==> config.mk <==
export PLATFORM = sky130hd
export DESIGN_NAME = wishbone_reg_responder_flat
export DESIGN_NICKNAME = d
export VERILOG_FILES = /design/src/rtl/wishbone_reg_responder_if.sv /design/src/rtl/wishbone_reg_responder.sv /design/src/flat_wrapper.sv
export SDC_FILE = /design/constraint.sdc
export NUM_CORES = 1
export LEC_CHECK = 0
export BUFFER_PORTS_ARGS = -buffer_cell sky130_fd_sc_hd__buf_4
export CAP_MARGIN = 20
export CORE_MARGIN = 4
export CORE_UTILIZATION = 48
export DETAILED_ROUTE_END_ITERATION = 16
export PLACE_DENSITY = 0.76
export SYNTH_ARGS = -nofsm -noshare
export SYNTH_HDL_FRONTEND = slang
export SYNTH_SLANG_ARGS = --single-unit
==> constraint.sdc <==
create_clock -name CLK -period 2.9 [get_ports CLK]
set_input_delay 0.29 -clock CLK [delete_from_list [all_inputs] [get_ports CLK]]
set_output_delay 0.29 -clock CLK [all_outputs]
set_load 0.01 [all_outputs]
==> src/rtl/wishbone_reg_responder_if.sv <==
// Wishbone slave-side bus bundle for the register responder.
// The responder uses the slave modport. A bus master or testbench uses the master modport.
interface wishbone_reg_responder_if;
  logic        wbs_cyc_i;
  logic        wbs_stb_i;
  logic        wbs_we_i;
  logic [31:0] wbs_adr_i;
  logic [31:0] wbs_dat_i;
  logic [3:0]  wbs_sel_i;
  logic        wbs_ack_o;
  logic [31:0] wbs_dat_o;

  modport slave (
    input  wbs_cyc_i,
    input  wbs_stb_i,
    input  wbs_we_i,
    input  wbs_adr_i,
    input  wbs_dat_i,
    input  wbs_sel_i,
    output wbs_ack_o,
    output wbs_dat_o
  );

  modport master (
    output wbs_cyc_i,
    output wbs_stb_i,
    output wbs_we_i,
    output wbs_adr_i,
    output wbs_dat_i,
    output wbs_sel_i,
    input  wbs_ack_o,
    input  wbs_dat_o
  );
endinterface

==> src/rtl/wishbone_reg_responder.sv <==
// Wishbone register responder.
// - A 64 KB window at BASE_ADDR[31:16] holds NUM_REGS 32-bit registers.
// - Register 0 is read-only and returns status_i. Registers 1..NUM_REGS-1 are read/write with byte enables.
// - Each access is acked once, WAIT_STATES cycles after the minimum latency.
// - A write commits on the same edge that raises ack. That edge also drives a one-cycle wr_pulse_o for the target register.
module wishbone_reg_responder #(
  parameter logic [31:0] BASE_ADDR   = 32'h3001_0000,
  parameter int          NUM_REGS    = 8,
  parameter int          WAIT_STATES = 2
) (
  input  logic                     CLK,
  input  logic                     nRST,
  wishbone_reg_responder_if.slave  wb,
  input  logic [31:0]              status_i,
  output logic [NUM_REGS*32-1:0]   ctrl_o,
  output logic [NUM_REGS-1:0]      wr_pulse_o
);

  localparam int IDX_W = $clog2(NUM_REGS);
  localparam logic [3:0] WAIT_LOAD = (WAIT_STATES > 0) ? 4'(WAIT_STATES - 1) : 4'd0;

  typedef enum logic [1:0] {IDLE, WAIT, ACK} state_t;

  state_t               state_reg;
  logic [3:0]           cnt_reg;
  logic                 we_reg;
  logic [31:2]          adr_reg;
  logic [31:0]          dat_reg;
  logic [3:0]           sel_reg;
  logic                 ack_reg;
  logic [31:0]          rdat_reg;
  logic [NUM_REGS-1:0]  pulse_reg;
  logic [31:0]          regs_reg [1:NUM_REGS-1];

  logic                 req;
  logic                 txn_we;
  logic [31:2]          txn_adr;
  logic [31:0]          txn_dat;
  logic [3:0]           txn_sel;
  logic                 txn_hit;
  logic [IDX_W-1:0]     txn_idx;
  logic                 enter_ack;
  logic                 commit;
  logic [31:0]          rdat_next;
  logic [NUM_REGS-1:0]  pulse_next;
  logic                 unused_adr_lsb;

  assign req = wb.wbs_cyc_i & wb.wbs_stb_i;

  // Byte offset within a word carries no meaning here.
  assign unused_adr_lsb = ^wb.wbs_adr_i[1:0];

  // Transaction being serviced.
  // - In IDLE it is the live bus request, so a zero-wait access can commit on its accepting edge.
  // - Otherwise it is the latched copy, so later bus changes cannot disturb it.
  always_comb begin
    txn_we  = we_reg;
    txn_adr = adr_reg;
    txn_dat = dat_reg;
    txn_sel = sel_reg;
    if (state_reg == IDLE) begin
      txn_we  = wb.wbs_we_i;
      txn_adr = wb.wbs_adr_i[31:2];
      txn_dat = wb.wbs_dat_i;
      txn_sel = wb.wbs_sel_i;
    end
  end

  // A hit needs the right 64 KB window and every address bit above the index cleared.
  assign txn_hit = (txn_adr[31:16] == BASE_ADDR[31:16]) &&
                   (txn_adr[15:2+IDX_W] == '0);
  assign txn_idx = txn_adr[2 +: IDX_W];

  assign enter_ack = ((state_reg == IDLE) && req && (WAIT_STATES == 0)) ||
                     ((state_reg == WAIT) && req && (cnt_reg == 4'd0));

  assign commit = enter_ack && txn_we && txn_hit && (txn_idx != '0);

  // Read data mux.
  // - Register 0 returns the live status input.
  // - Misses and writes return 0.
  always_comb begin
    rdat_next = 32'h0;
    if (txn_hit && !txn_we) begin
      if (txn_idx == '0) begin
        rdat_next = status_i;
      end else begin
        for (int i = 1; i < NUM_REGS; i++) begin
          if (txn_idx == IDX_W'(i)) begin
            rdat_next = regs_reg[i];
          end
        end
      end
    end
  end

  // One-hot commit strobe. Index 0 can never fire because commit excludes it.
  generate
    for (genvar gi = 0; gi < NUM_REGS; gi++) begin : g_pulse
      assign pulse_next[gi] = commit && (txn_idx == IDX_W'(gi));
    end
  endgenerate

  // Handshake FSM. Ack, read data and write pulse are registered and last only for the ACK cycle.
  always_ff @(posedge CLK) begin
    if (!nRST) begin
      state_reg <= IDLE;
      cnt_reg   <= 4'd0;
      we_reg    <= 1'b0;
      adr_reg   <= '0;
      dat_reg   <= 32'h0;
      sel_reg   <= 4'h0;
      ack_reg   <= 1'b0;
      rdat_reg  <= 32'h0;
      pulse_reg <= '0;
    end else begin
      ack_reg   <= enter_ack;
      rdat_reg  <= enter_ack ? rdat_next : 32'h0;
      pulse_reg <= pulse_next;
      case (state_reg)
        IDLE: begin
          if (req) begin
            we_reg  <= wb.wbs_we_i;
            adr_reg <= wb.wbs_adr_i[31:2];
            dat_reg <= wb.wbs_dat_i;
            sel_reg <= wb.wbs_sel_i;
            if (WAIT_STATES == 0) begin
              state_reg <= ACK;
            end else begin
              state_reg <= WAIT;
              cnt_reg   <= WAIT_LOAD;
            end
          end
        end
        WAIT: begin
          // A dropped request abandons the access before any commit.
          if (!req) begin
            state_reg <= IDLE;
            cnt_reg   <= 4'd0;
          end else if (cnt_reg == 4'd0) begin
            state_reg <= ACK;
          end else begin
            cnt_reg <= cnt_reg - 4'd1;
          end
        end
        ACK: begin
          state_reg <= IDLE;
        end
        default: begin
          state_reg <= IDLE;
        end
      endcase
    end
  end

  // Register file. Write data is merged byte-by-byte under sel on the edge entering ACK.
  always_ff @(posedge CLK) begin
    if (!nRST) begin
      for (int i = 1; i < NUM_REGS; i++) begin
        regs_reg[i] <= 32'h0;
      end
    end else begin
      for (int i = 1; i < NUM_REGS; i++) begin
        for (int j = 0; j < 4; j++) begin
          if (commit && (txn_idx == IDX_W'(i)) && txn_sel[j]) begin
            regs_reg[i][8*j +: 8] <= txn_dat[8*j +: 8];
          end
        end
      end
    end
  end

  assign ctrl_o[31:0] = 32'h0;
  generate
    for (genvar gi = 1; gi < NUM_REGS; gi++) begin : g_ctrl
      assign ctrl_o[gi*32 +: 32] = regs_reg[gi];
    end
  endgenerate

  assign wb.wbs_ack_o = ack_reg;
  assign wb.wbs_dat_o = rdat_reg;
  assign wr_pulse_o   = pulse_reg;

endmodule

==> src/flat_wrapper.sv <==
// flat-port wrapper written by rule: the top's interface ports become plain ports
module wishbone_reg_responder_flat 
#(
  parameter logic [31:0] BASE_ADDR   = 32'h3001_0000,
  parameter int          NUM_REGS    = 8,
  parameter int          WAIT_STATES = 2
)
  (CLK, nRST, status_i, ctrl_o, wr_pulse_o, wb_wbs_cyc_i, wb_wbs_stb_i, wb_wbs_we_i, wb_wbs_adr_i, wb_wbs_dat_i, wb_wbs_sel_i, wb_wbs_ack_o, wb_wbs_dat_o);
  wishbone_reg_responder_if wb_i ();
  input  logic CLK;
  input  logic nRST;
  input  logic [31:0] status_i;
  output logic [NUM_REGS*32-1:0] ctrl_o;
  output logic [NUM_REGS-1:0] wr_pulse_o;
  input wire logic [$bits(wb_i.wbs_cyc_i)-1:0] wb_wbs_cyc_i;
  input wire logic [$bits(wb_i.wbs_stb_i)-1:0] wb_wbs_stb_i;
  input wire logic [$bits(wb_i.wbs_we_i)-1:0] wb_wbs_we_i;
  input wire logic [$bits(wb_i.wbs_adr_i)-1:0] wb_wbs_adr_i;
  input wire logic [$bits(wb_i.wbs_dat_i)-1:0] wb_wbs_dat_i;
  input wire logic [$bits(wb_i.wbs_sel_i)-1:0] wb_wbs_sel_i;
  output wire logic [$bits(wb_i.wbs_ack_o)-1:0] wb_wbs_ack_o;
  output wire logic [$bits(wb_i.wbs_dat_o)-1:0] wb_wbs_dat_o;
  assign wb_i.wbs_cyc_i = wb_wbs_cyc_i;
  assign wb_i.wbs_stb_i = wb_wbs_stb_i;
  assign wb_i.wbs_we_i = wb_wbs_we_i;
  assign wb_i.wbs_adr_i = wb_wbs_adr_i;
  assign wb_i.wbs_dat_i = wb_wbs_dat_i;
  assign wb_i.wbs_sel_i = wb_wbs_sel_i;
  assign wb_wbs_ack_o = wb_i.wbs_ack_o;
  assign wb_wbs_dat_o = wb_i.wbs_dat_o;
  wishbone_reg_responder #(.BASE_ADDR(BASE_ADDR), .NUM_REGS(NUM_REGS), .WAIT_STATES(WAIT_STATES)) u_core (.CLK(CLK), .nRST(nRST), .wb(wb_i), .status_i(status_i), .ctrl_o(ctrl_o), .wr_pulse_o(wr_pulse_o));
endmodule
==> qor.csv <==
metric;value;unit
PD cells;563.0;nW/µm²
share of layout cells above drive strength 1;28.84;%
sequential share of power;46.8;%
Cell Area, Placed;19300;µm²
status;finished, final reports clean;
Post-synth EDFFs;224;
cell-internal power;8.656;mW
synthesis-to-layout area growth;30.75;%
H-tree lvl count;2;
WHS Path Cells;3;
sw power;2.905;mW
Initial DRT Pass Iterations;6;
Compound-Gate Fraction of Synth Area;17.48;%
worst hold path startpoint;status_i[26];
post-synthesis sequential area ratio;57.36;%
vias per cell;6.019;
fin. max-slew vios;0;
CP Class;flip-flop to flip-flop;
RR Endpoint;u_core.regs_reg[0][212];
number of global-route vias before repair;14070;
most frequent cells in the layout;475 x buf_4, 256 x nand2_1, 241 x nor2_1, 224 x edfxtp_1, 114 x dfxtp_1;
Mapped Area;15710;µm²
leakage power;8.186;nW
initial antenna violation count;1;
crit path max fanout;28;
routability cong.;0.9262;
die height;188.9;µm
Skew-Pair Late Insertion Delay;0.53;ns
Initial Util;49.26;%
CTS clock-pin slew for the worst setup and hold paths;0.06;ns
row cnt;65;
vias post-DR;14540;
FF-to-FF setup slack;0.22;ns
number of nets in the layout;2057;
area leader, netlist;edfxtp_1;
per-cell routed wire length;24.95;µm
CP Cell Sequence;nor2_4, nand4_1, o22ai_1, nand2_4, o31ai_1, buf_4;
CTS Buf Count;38;
commonest non-fill, non-tap cell in the layout;buf_4;
number of port buffers;367;
slew margin rel.;29.97;%
die area;35680;µm²
final period utilization;92.42;%
Hold Path End;u_core.wb.wbs_dat_o[26];
Slowest-stage cell, CP;nor2_4;
# IOs;402;
Startpoint Class;flip-flop;
Clock power frac;41.1;%
worst-margin pin slew;1.050;ns
Worst VDD drop;0.3952;mV
largest family of logic cells by synthesized area;simple AND/OR/NAND/NOR gates;
Final Hold Vio Count;0;
DP Wirelength;43950;µm
Final Cell Area;20530;µm²
total power;11.56;mW
ys async rst share;0;%
unrepaired setup endpoints after global routing;no;
Synth area leaders;edfxtp_1 43%, dfxtp_1 15%, nand2_1 6.1%;
Sink Count;338;
DRC Markers;0;
Unique masters post-synth;70;
Max-Cap Viols;0;
Crit path required time;3.12;ns
DRT iter0 DRCs;2156;
Yosys warnings;0;
Core Area;31880;µm²
Synth Area in XOR/XNOR;0.1673;%
Min Clock Period, post-route;2.680;ns
Avg Synthesized Cell Area;10.09;µm²
Synth Area in Adders;0.07967;%
Main synth FF type;edfxtp_1;
cell count after synthesis;1556;
Sw Ratio;25.13;%
Die Span X;188.9;µm
Worst Clk Skew;0.02120;ns
share of the synthesized area in the top cell type;42.83;%
first-pass GRT wire length;88170;µm
Worst Hold Class;input pin to flip-flop;
# setup viols final;0;
Worst R2R Start;u_core.state_reg[0];
simple-gate share of the synthesized area;17.69;%
TNS Setup;0;ns
largest net degree at the start of global routing;68;
Critical Path Sink Type;flip-flop;
worst-case clock buffer depth;3;
proportion of synthesized area in mux cells;1.840;%
Tot GR Track Use;32.34;%
max FFs per register;224;
CTS tree;done;
Yosys reg bits;338;
critical path's largest stage delay;0.45;ns
crit path DAT;2.90;ns
Reg2Reg Depth;6;
Post-Route WL;60290;µm
Peak Freq;373.1;MHz
Comb pwr share;12.1;%
Final ANT Viol Nets;0;
root buf cell;clkbuf_16;
gr ovfl total;0;
cells in the mapped netlist (all sizes together) (13+ instances only):
cell,number
a21o,34
edfxtp,224
o21a,24
and4bb,16
nand4,13
o2111ai,16
a21oi,28
nor2,248
inv,15
o211ai,34
dfxtp,114
nor3,15
a22oi,15
o31ai,30
nand3,21
o21ai,76
buf,78
nand2,257
clkbuf,78
a21boi,68
mux2i,24
o22ai,17
power groups by stage:
stage	logic, mW	registers (mW)	clock network, mW
final	1.40	5.41	4.75
after global routing	1.49	5.42	4.99
after CTS	1.38	5.40	4.78
after detailed placement	1.37	5.50	0
after global placement	1.35	5.50	0
after floorplan	0.668	5.51	0
per-stage QoR:
stage / instances / utilization (%) / hold WS (ns) / setup slack [ns]
finish: 2416 / 64.41 / 0.02289 / 0.2198
global route: 2415 / 64.40 / 0.03363 / 0.02905
CTS: 2415 / 64.39 / 0.02160 / 0.09862
detailed placement: 2346 / 60.55 / 0.4574 / 0.03432
global placement: 2346 / 60.55 / 0.4499 / 0.1353
floorplan: 1588 / - / 0.4349 / 0.1611
layout make-up:
type                    count  area, µm²
clock inverters            22      173.9
flip-flops and latches    338       9009
diodes                      1      2.502
inverters                  15      56.30
repair buffers            479       3646
multi-input cells        1079       6053
fillers                  2563      11350
clock buffers              47       1050
well taps                 435      544.3
repair_timing:
item | CTS | global route
gates resized for setup | 0 | 1
hold buffers | 0 | 0
setup buffers | 0 | 0
endpoints found under the setup margin | 0 | 20
critical path, delay by kind of cell (launching register included):
kind | cells | cell delay [ns]
AND/OR/NAND/NOR | 3 | 0.94
AO/OA/AOI/OAI | 2 | 0.84
flip-flops | 1 | 0.36
buffers and inverters | 1 | 0.23
routing by layer:
| metal | wire (µm) | track usage (%) | up-vias |
|---|---|---|---|
| met3 | 8830 | 11.30 | 218 |
| met5 | 20 | 0 | - |
| li1 | - | - | 6345 |
| met1 | 21230 | 41.13 | 6846 |
| met2 | 27640 | 51.17 | 1131 |
| met4 | 2571 | 12.53 | 2 |
logic make-up (layout without fill, tap and decap cells):
family          count (synthesis)  in the layout
simple gates                  622            622
other cells                     1             34
mux                            27             27
compound gates                393            393
xor+xnor                        3              3
buf+inv                       171            563
fa+ha+maj                       1              1
flops                         338            338
how the worst max path moves through the flow:
stage,start,endpoint,slack (ns),cells after the start
2_1_floorplan,u_core.state_reg[0],u_core.regs_reg[0][104],0.16,8
3_3_place_gp,u_core.state_reg[0],u_core.regs_reg[0][179],0.14,6
3_5_place_dp,wb_wbs_adr_i[18],u_core.regs_reg[0][209],0.03,7
4_1_cts,u_core.state_reg[0],u_core.regs_reg[0][209],0.1,6
5_1_grt,u_core.state_reg[0],u_core.regs_reg[0][182],0.03,6
6_report,u_core.state_reg[0],u_core.regs_reg[0][212],0.22,6
Note: power is estimated with default switching activity, not from simulation.
